--- src/rtl/coded_mask_pkg.sv ---
// Shared types, constants and helpers for the coded-exposure mask generator.
package coded_mask_pkg;

   typedef enum logic [1:0] {
      REPEAT = 2'b00,
      SLIDE  = 2'b01,
      RANDOM = 2'b10,
      RSVD   = 2'b11
   } mode_t;

   typedef enum logic [1:0] {
      IDLE = 2'b00,
      FILL = 2'b01,
      RUN  = 2'b10
   } state_t;

   localparam logic [31:0] LFSR_POLY = 32'h8020_0003;

   // Number of active columns for a given resolution code.
   function automatic int unsigned active_cols(input logic [1:0] res, input int unsigned max_cols);
      return max_cols >> res;
   endfunction

endpackage

--- src/rtl/coded_mask_gen_lfsr.sv ---
// 32-bit right-shifting Galois LFSR; out_bit is the bit shifted out on a step.
module mask_lfsr
   import coded_mask_pkg::*;
(
   input  logic        clk,
   input  logic        rst,
   input  logic [31:0] seed,
   input  logic        load,
   input  logic        step,
   output logic        out_bit
);

   logic [31:0] lfsr_q;
   logic [31:0] lfsr_d;

   always_comb begin
      lfsr_d = lfsr_q;
      if (load) begin
         // An all-zero state would lock up, so it is replaced by 1.
         lfsr_d = (seed == 32'd0) ? 32'd1 : seed;
      end else if (step) begin
         lfsr_d = (lfsr_q >> 1) ^ (lfsr_q[0] ? LFSR_POLY : 32'd0);
      end
   end

   always_ff @(posedge clk or posedge rst) begin
      if (rst) begin
         lfsr_q <= 32'd1;
      end else begin
         lfsr_q <= lfsr_d;
      end
   end

   assign out_bit = lfsr_q[0];

endmodule

--- src/rtl/coded_mask_gen.sv ---
// Row-mask generator for the coded-exposure pixel array (repeat / slide / random).
// Random mode and its LFSR exist only when RANDOM_MASK_EN is defined.
module coded_mask_gen
   import coded_mask_pkg::*;
#(
   parameter int MAX_COLS = 64,
   parameter int PAT_MAX  = 32,
   parameter int ROW_W    = 16
) (
   input  logic                       clk,
   input  logic                       rst,
   input  logic                       clk_en,
   input  logic [1:0]                 cfg_res,
   input  logic [1:0]                 cfg_mode,
   input  logic [0:PAT_MAX-1]         cfg_pattern,
   input  logic [$clog2(PAT_MAX):0]   cfg_pattern_w,
   input  logic                       cfg_dir,
   input  logic [ROW_W-1:0]           cfg_rows,
   input  logic                       load,
   input  logic                       mask_ready,
   output logic                       mask_valid,
   output logic [0:MAX_COLS-1]        mask,
   output logic [ROW_W-1:0]           mask_row,
   output logic                       mask_last,
   output logic                       busy
);

   localparam int CI = $clog2(MAX_COLS);
   localparam int PI = $clog2(PAT_MAX);
   localparam logic [PI:0] W_MAX = (PI+1)'(PAT_MAX);

   state_t              state_q, state_d;
   mode_t               mode_q, mode_d;
   logic                dir_q, dir_d;
   logic [CI:0]         a_q, a_d;
   logic [PI:0]         w_q, w_d;
   logic [ROW_W-1:0]    rows_q, rows_d;
   logic [0:PAT_MAX-1]  pat_q, pat_d;
   logic [CI-1:0]       col_q, col_d;
   logic [PI-1:0]       pidx_q, pidx_d;
   logic [ROW_W-1:0]    row_q, row_d;
   logic                valid_q, valid_d;
   logic                last_q, last_d;
   logic [0:MAX_COLS-1] mask_q, mask_d;

   logic [CI-1:0]       last_col;
   logic [PI-1:0]       w_last;
   logic                fill_bit;
   logic [0:MAX_COLS-1] rot_r, rot_l;

   assign last_col = CI'(a_q - 1'b1);
   assign w_last   = PI'(w_q - 1'b1);

`ifdef RANDOM_MASK_EN
   logic lfsr_bit;

   mask_lfsr u_lfsr (
      .clk     (clk),
      .rst     (rst),
      .seed    (32'(cfg_pattern)),
      .load    (clk_en & load),
      .step    (clk_en & ~load & (state_q == FILL) & (mode_q == RANDOM)),
      .out_bit (lfsr_bit)
   );

   assign fill_bit = (mode_q == RANDOM) ? lfsr_bit : pat_q[pidx_q];
`else
   assign fill_bit = pat_q[pidx_q];
`endif

   // Rotation by one position confined to the active columns; inactive columns stay 0.
   for (genvar gi = 0; gi < MAX_COLS; gi++) begin : g_rot
      localparam int PREV = (gi + MAX_COLS - 1) % MAX_COLS;
      localparam int NEXT = (gi + 1) % MAX_COLS;
      logic in_range;
      logic at_last;
      assign in_range  = ((CI+1)'(gi) < a_q);
      assign at_last   = (CI'(gi) == last_col);
      assign rot_r[gi] = in_range & ((gi == 0) ? mask_q[last_col] : mask_q[PREV]);
      assign rot_l[gi] = in_range & (at_last ? mask_q[0] : mask_q[NEXT]);
   end

   always_comb begin
      state_d = state_q;
      mode_d  = mode_q;
      dir_d   = dir_q;
      a_d     = a_q;
      w_d     = w_q;
      rows_d  = rows_q;
      pat_d   = pat_q;
      col_d   = col_q;
      pidx_d  = pidx_q;
      row_d   = row_q;
      valid_d = valid_q;
      last_d  = last_q;
      mask_d  = mask_q;

      if (clk_en) begin
         if (load) begin
            unique case (cfg_mode)
               2'b01:   mode_d = SLIDE;
`ifdef RANDOM_MASK_EN
               2'b10:   mode_d = RANDOM;
`endif
               default: mode_d = REPEAT;
            endcase
            dir_d   = cfg_dir;
            a_d     = (CI+1)'(active_cols(cfg_res, MAX_COLS));
            if (cfg_pattern_w == '0) begin
               w_d = (PI+1)'(1);
            end else if (cfg_pattern_w > W_MAX) begin
               w_d = W_MAX;
            end else begin
               w_d = cfg_pattern_w;
            end
            rows_d  = (cfg_rows == '0) ? ROW_W'(1) : cfg_rows;
            pat_d   = cfg_pattern;
            col_d   = '0;
            pidx_d  = '0;
            row_d   = '0;
            valid_d = 1'b0;
            last_d  = (rows_d == ROW_W'(1));
            mask_d  = '0;
            state_d = FILL;
         end else begin
            unique case (state_q)
               FILL: begin
                  mask_d[col_q] = fill_bit;
                  pidx_d = (pidx_q == w_last) ? '0 : pidx_q + 1'b1;
                  col_d  = col_q + 1'b1;
                  if (col_q == last_col) begin
                     col_d   = '0;
                     valid_d = 1'b1;
                     state_d = RUN;
                  end
               end
               RUN: begin
                  if (valid_q && mask_ready) begin
                     if (last_q) begin
                        valid_d = 1'b0;
                        state_d = IDLE;
                     end else begin
                        row_d  = row_q + ROW_W'(1);
                        last_d = (row_d == rows_q - ROW_W'(1));
                        unique case (mode_q)
                           SLIDE: mask_d = dir_q ? rot_r : rot_l;
`ifdef RANDOM_MASK_EN
                           RANDOM: begin
                              // Next row is drawn fresh; LFSR carries on without reseed.
                              valid_d = 1'b0;
                              col_d   = '0;
                              pidx_d  = '0;
                              state_d = FILL;
                           end
`endif
                           default: ;
                        endcase
                     end
                  end
               end
               default: ;
            endcase
         end
      end
   end

   always_ff @(posedge clk or posedge rst) begin
      if (rst) begin
         state_q <= IDLE;
         mode_q  <= REPEAT;
         dir_q   <= 1'b0;
         a_q     <= (CI+1)'(MAX_COLS);
         w_q     <= (PI+1)'(1);
         rows_q  <= ROW_W'(1);
         pat_q   <= '0;
         col_q   <= '0;
         pidx_q  <= '0;
         row_q   <= '0;
         valid_q <= 1'b0;
         last_q  <= 1'b0;
         mask_q  <= '0;
      end else begin
         state_q <= state_d;
         mode_q  <= mode_d;
         dir_q   <= dir_d;
         a_q     <= a_d;
         w_q     <= w_d;
         rows_q  <= rows_d;
         pat_q   <= pat_d;
         col_q   <= col_d;
         pidx_q  <= pidx_d;
         row_q   <= row_d;
         valid_q <= valid_d;
         last_q  <= last_d;
         mask_q  <= mask_d;
      end
   end

   assign mask_valid = valid_q;
   assign mask       = mask_q;
   assign mask_row   = row_q;
   assign mask_last  = last_q;
   assign busy       = (state_q != IDLE);

endmodule

--- config.mk ---
export PLATFORM = sky130hd
export DESIGN_NAME = coded_mask_gen
export DESIGN_NICKNAME = d
export VERILOG_FILES = /design/src/rtl/coded_mask_pkg.sv /design/src/rtl/coded_mask_gen_lfsr.sv /design/src/rtl/coded_mask_gen.sv
export SDC_FILE = /design/constraint.sdc
export NUM_CORES = 1
export LEC_CHECK = 0
export CAP_MARGIN = 20
export CORE_MARGIN = 2
export CORE_UTILIZATION = 55
export DETAILED_ROUTE_END_ITERATION = 7
export PLACE_DENSITY = 0.81
export SLEW_MARGIN = 15
export SYNTH_ARGS = -nofsm -noshare
export SYNTH_HDL_FRONTEND = slang
export SYNTH_SLANG_ARGS = --single-unit
--- constraint.sdc ---
create_clock -name clk -period 5.6 [get_ports clk]
set_input_delay 0.84 -clock clk [delete_from_list [all_inputs] [get_ports clk]]
set_output_delay 0.84 -clock clk [all_outputs]
set_load 0.005 [all_outputs]
==> results.cfg <==
[floorplanning]
ioPinCount = 147
start_util_pct = 55.6
die_h_um = 138
std_cell_rows = 49
fp.dieW_um = 138
dieArea_um2 = 19100
core_region_area_um2 = 17800

[yosys]
syn_inst = 1131
ys_types = 64
ys_warn_count = 0
ys_dominant_reg_cell = dfrtp_1
ys_seq_area_share_pct = 38.8
syn_nets = 1204
async_reset_ff_share_pct = 100
synth_area_per_cell_um2 = 8.74
netlist_area_um2 = 9880
ys_seq_elements = 153
synth_edf_count = 0

[layout]
layout_commonest_cell = dfrtp_1
mostFrequentLayoutCells = dfrtp_1 (149), clkdlybuf4s50_1 (146), o21ai_0 (131), nor2_1 (112), a21oi_1 (94)
nFillCells = 1405
n_antenna_cell = 0
layout-drive-gt1-share_pct = 10.1
multi_input_area_um2 = 5670
area_delta_synth_final_pct = 21.5
fin_util_pct = 67.5
regArea_um2 = 3840
layout.nets = 1295

[setup_path]
crit_fanout = 56
slowest_delay_ns = 1.02
reg2reg_from = pidx_q[1]
arrival_ns = 3.52
r2r.worst_path.cells = 7
cp-end-kind = flip-flop
crit_top_cell = nand3_1
crit_type = flip-flop to flip-flop
r2r_end = mask[62]
startpoint_type = flip-flop
rrSetupSlack_ns = 2.42
critPathRequiredTime_ns = 5.94
path_cells = mux2i_1, a311oi_1, nand3_1, nand4_1, buf_4, nand3_1, o221ai_1
cpMaxStageDelayCell = dfrtp_1

[global_routing]
antenna_found_initial = 0
globalRouteOverflowTotal = 0
first_global_vias = 8801
grt_usage_pct = 29.0
grt_pass1_wl_um = 45800
grt_max_degree = 83

[clocking]
path_clk_slew_ns = 0.07
clk_latency_ns = 0.44
post_cts_buffers = 0
cts_resized = 0
cts.sinks = 153
htreeDepth = 4
root_buffer = clkbuf_16
numCtsBuffers = 17
cts_hold_buffers = 0
cts.path.max_buffers = 2
cts_tree = yes

[worst_hold_path]
holdPathEnd = pat_q[16]
min_path_type = flip-flop to flip-flop
worstHoldStart = pat_q[16]
min_path_cells = 1

[place]
place.gp.congestion = 0.924
hpwlAfterDp_um = 18600
io_buffers = 146

[pwr]
switchingPower_mw = 1.36
peakVddDrop_v = 0.000270
leakage_nw = 4.63
intPower_mw = 2.31
p_comb_share_pct = 27.7
pwr_density_cell_nw_per_um2 = 306
swShare_pct = 37.1
p_clk_share_pct = 32.2
pwr-share-seq_pct = 40.1

[timing]
tightest_slew_ns = 1.13
min_period_ns = 3.18
period_share_pct = 56.8
fin_skew_ns = 0.00739
tns_ns = 0
slew_violations = 0
max_freq_mhz = 315
setup_viol = 0
relSlewSlack_pct = 24.5
rsz0062_at_grt = false
hold_viol_final = 0

[drt]
vias = 9478
drc = 0
wl_per_cell_um = 19.2
drtPass1Iterations = 7
dr.first_iter.drc_count = 1061
vias_per_cell = 6.47
routed_wirelength_um = 28100
postRouteAntennaNets = 0

[run_status]
run_status = finished clean

[run]
cap_violations = 0
-- per-layer routing --
layer | vias to the layer above | routed length, um | track usage, %
met5 | - | 0 | 0
met4 | 0 | 897 | 12.1
met3 | 91 | 2820 | 6.72
met2 | 567 | 13000 | 45.2
met1 | 4511 | 11300 | 39.1
li1 | 4309 | - | -
-- area by class of cell --
| class | instances | share of cell area [%] |
|---|---|---|
| inverter | 13 | 0.448 |
| clock inverter | 14 | 1.27 |
| clock buffer | 18 | 3.66 |
| multi-input combinational | 876 | 47.2 |
| sequential | 153 | 32.0 |
| tap | 229 | 2.39 |
| timing repair buffer | 161 | 13.1 |
-- critical path: cells and delay by family, from the launching register on --
kind | cells | cell delay (ns)
DFF | 1 | 1.02
AOI/OAI and AO/OA | 2 | 0.64
and+or+nand+nor | 3 | 0.58
buffers and inverters | 1 | 0.53
muxes | 1 | 0.25
-- worst max path at each step --
stage          startpoint        to  slack (ns)
2_1_floorplan         rst    a_q[3]        0.64
3_3_place_gp         load  mask[23]        2.36
3_5_place_dp         load  mask[15]        2.27
4_1_cts         pidx_q[1]  mask[62]        2.51
5_1_grt         pidx_q[1]  mask[59]        2.23
6_report        pidx_q[1]  mask[62]        2.42
-- registers in the layout, indices dropped and copies added (netlist names) --
signal,flops
mask,64
pat_q,32
mask_row,16
rows_q,16
col_q,6
pidx_q,5
w_q,5
a_q,4
dir_q,1
mask_last,1
mask_valid,1
mode_q,1
state_q,1
-- metrics by stage --
step | total power [mW] | cells | instance area (um2) | hold slack, ns | setup WS, ns
final | 3.68 | 1464 | 12000 | 0.505 | 2.42
after global routing | 3.82 | 1464 | 12000 | 0.516 | 2.23
after CTS | 3.64 | 1462 | 12000 | 0.508 | 2.51
after detailed placement | 2.47 | 1430 | 11400 | 0.493 | 2.27
after global placement | 2.45 | 1429 | 11400 | 0.487 | 2.36
after floorplan | 2.10 | 1131 | 9880 | 0.451 | 0.644
-- synth_stat cells (all sizes together), types with 3 or more instances --
cell | count | area, um2
mux2i | 73 | 731
a311oi | 3 | 26.3
ha | 9 | 113
o221ai | 9 | 78.8
o211ai | 3 | 22.5
nand2b | 16 | 100
clkbuf | 70 | 263
nand2 | 94 | 353
nor3 | 18 | 90.1
buf | 19 | 95.1
and3 | 6 | 37.5
nor2 | 114 | 435
nand3b | 8 | 60.1
a22oi | 12 | 90.1
or2 | 5 | 31.3
xnor2 | 34 | 298
inv | 13 | 48.8
a22o | 9 | 80.1
nand3 | 33 | 165
nand4 | 6 | 37.5
nor2b | 8 | 50.1
a31oi | 18 | 113
nor3b | 7 | 52.6
dfstp | 3 | 78.8
a41oi | 12 | 105
xor2 | 12 | 105
o32ai | 6 | 52.6
nor4 | 12 | 75.1
o31ai | 36 | 275
or3 | 5 | 36.3
mux2 | 50 | 567
dfrtp | 150 | 3750
xnor3 | 4 | 91.3
a21oi | 94 | 470
or3b | 3 | 26.3
o21ai | 135 | 676
-- kinds of logic after synthesis --
kind of cell               Yosys count  share of synthesized area, %
AOI/OAI and AO/OA                  352                          21.5
and+or+nand+nor                    342                          16.3
xor gates and xnor gates            50                          5.00
buffers and inverters              102                          4.12
muxes                              123                          13.1
DFF                                153                          38.8
adders and majority gates            9                          1.14
-- power by group through the flow --
| stage | Combinational, mW | Clock (mW) | Sequential, mW |
|---|---|---|---|
| CTS | 0.998 | 1.19 | 1.46 |
| global placement | 0.973 | 0 | 1.47 |
| finish | 1.02 | 1.19 | 1.47 |
| floorplan | 0.773 | 0 | 1.33 |
| global route | 1.10 | 1.24 | 1.49 |
| detailed placement | 0.990 | 0 | 1.48 |
No activity file was read; power rests on OpenSTA's default activity.
==> RTL edit, RTL diff (same settings) <==
The option `RANDOM_MASK_EN` is turned on by a define.
--- a/src/rtl/coded_mask_gen.sv
+++ b/src/rtl/coded_mask_gen.sv
@@ -1,4 +1,6 @@
 // Row-mask generator for the coded-exposure pixel array (repeat / slide / random).
 // Random mode and its LFSR exist only when RANDOM_MASK_EN is defined.
+`define RANDOM_MASK_EN
+
 module coded_mask_gen
    import coded_mask_pkg::*;
Behaviour: not the same (a bounded check fails within 4 cycles, from zero or initial values and one cycle with rst high).
==> RTL edit against the original RTL <==
Synthesized area increased by 17%; sequential share of layout area increased by 2.0 points; design area increased by 14%; final cell count increased by 18%; sequential cell count increased by 33; routed wire length increased by 17%; via count increased by 15%; non-clock buffer count increased by 2; synthesized cell count increased by 21%; worst setup slack got worse by 0.29 ns; clock skew increased by 0.0074 ns; largest cell class unchanged.
Power is not compared: it rests on default switching activity, and its combinational part moved more than twofold at a synthesized area within 25%.
==> RTL edit: results (changes against the original RTL) <==
Worst R2R Setup Slack=2.39 ns (-0.03 ns); hold depth=2 (+1); R2R Path End=mask[17]; initial DRC count=1269 (+20%); Worst Path Arrival=3.83 ns (+0.31 ns); nets@finish=1517 (+17%); placed insts=1699 (+19%); First-pass DRT Iterations=5 (-2); unique cell type count in the Yosys netlist=69 (+7.8%); sequential-to-total area share from yosys stat=40.2% (+1.4 points); met1 usage=41.0% (+1.9 points); HPWL after DPL=21700 um (+17%); synth cell count leaders=nand2_1, dfrtp_1, a21oi_1, o21ai_0, nor2_1; routed vias=10900 (+15%); first-pass GRT wire length=53000 um (+16%); crit path max fanout=39 (-30%); GR Util All Layers=29.7% (+0.69 points); Least-Margin Pin Slew=1.11 ns (-0.0189 ns); DR WL met2=15500 um (+19%); largest cells by area after synthesis=dfrtp_1, nand2_1, a21oi_1; dpl cell area=13100 um^2 (+15%); outcome=finished clean; DRT Wirelength=32800 um (+17%); largest net degree at the start of global routing=187 (+130%); synthesis warning total=0 (unchanged); hold path startpoint=pat_q[14]; number of global-route vias before repair=10400 (+18%); grt met2 use=46.7% (+1.5 points); synthesized area per cell=8.46 um^2 (-3.2%); Avg Vias per Cell=6.28 (-3.0%); layout cell share with drive strength beyond 1=7.76% (-2.4 points)
==> RTL edit: worst max path at each step <==
| stage | start | to | slack, ns | depth (start not counted) |
|---|---|---|---|---|
| 4_1_cts | load | mask[16] | 2.25 | 7 |
| 5_1_grt | load | mask[12] | 2.01 | 7 |
| 6_report | load | mask[16] | 2.13 | 7 |
| 3_5_place_dp | load | mask[17] | 1.82 | 6 |
| 2_1_floorplan | rst | a_q[3] | 2.37 | 1 |
| 3_3_place_gp | load | mask[52] | 1.89 | 7 |
==> RTL edit: report_power, final <==
group	leakage (nW)	internal [mW]	switching, mW
logic	3.23	1.06	1.03
clock network	0.295	0.642	0.607
registers	2.31	1.67	0.490
==> RTL edit: logic make-up after synthesis <==
logic type / after synthesis / synth area share [%]
simple gates: 484 / 18.9
compound gates: 409 / 20.4
fa+ha+maj: 9 / 0.971
xor+xnor: 48 / 4.34
flops: 186 / 40.2
buf+inv: 124 / 4.55
mux: 112 / 10.8
==> RTL edit: metrics by stage <==
stage | setup slack [ns] | hold slack [ns] | power (mW)
6_report | 2.13 | 0.479 | 5.50
5_1_grt | 2.01 | 0.495 | 5.81
4_1_cts | 2.25 | 0.477 | 5.47
3_5_place_dp | 1.82 | 0.458 | 4.22
3_3_place_gp | 1.89 | 0.454 | 4.15
2_1_floorplan | 2.37 | 0.440 | 3.33
==> RTL edit: area by class of cell <==
type	count	area, um^2	share of cell area [%]
tap	275	344	2.51
clock buffer	17	425	3.10
clock inverter	15	183	1.33
sequential	186	4660	33.9
timing repair buffer	163	1620	11.8
inverter	14	56.3	0.410
multi-input combinational	1062	6440	46.9
==> RTL edit: worst max-delay path: stages <==
cell and delay, ns:
clkdlybuf4s50_1 0.89, o31ai_1 0.77, a21o_2 0.44, buf_4 0.46, o21ai_0 0.18, o41a_1 0.14, o21ai_0 0.08
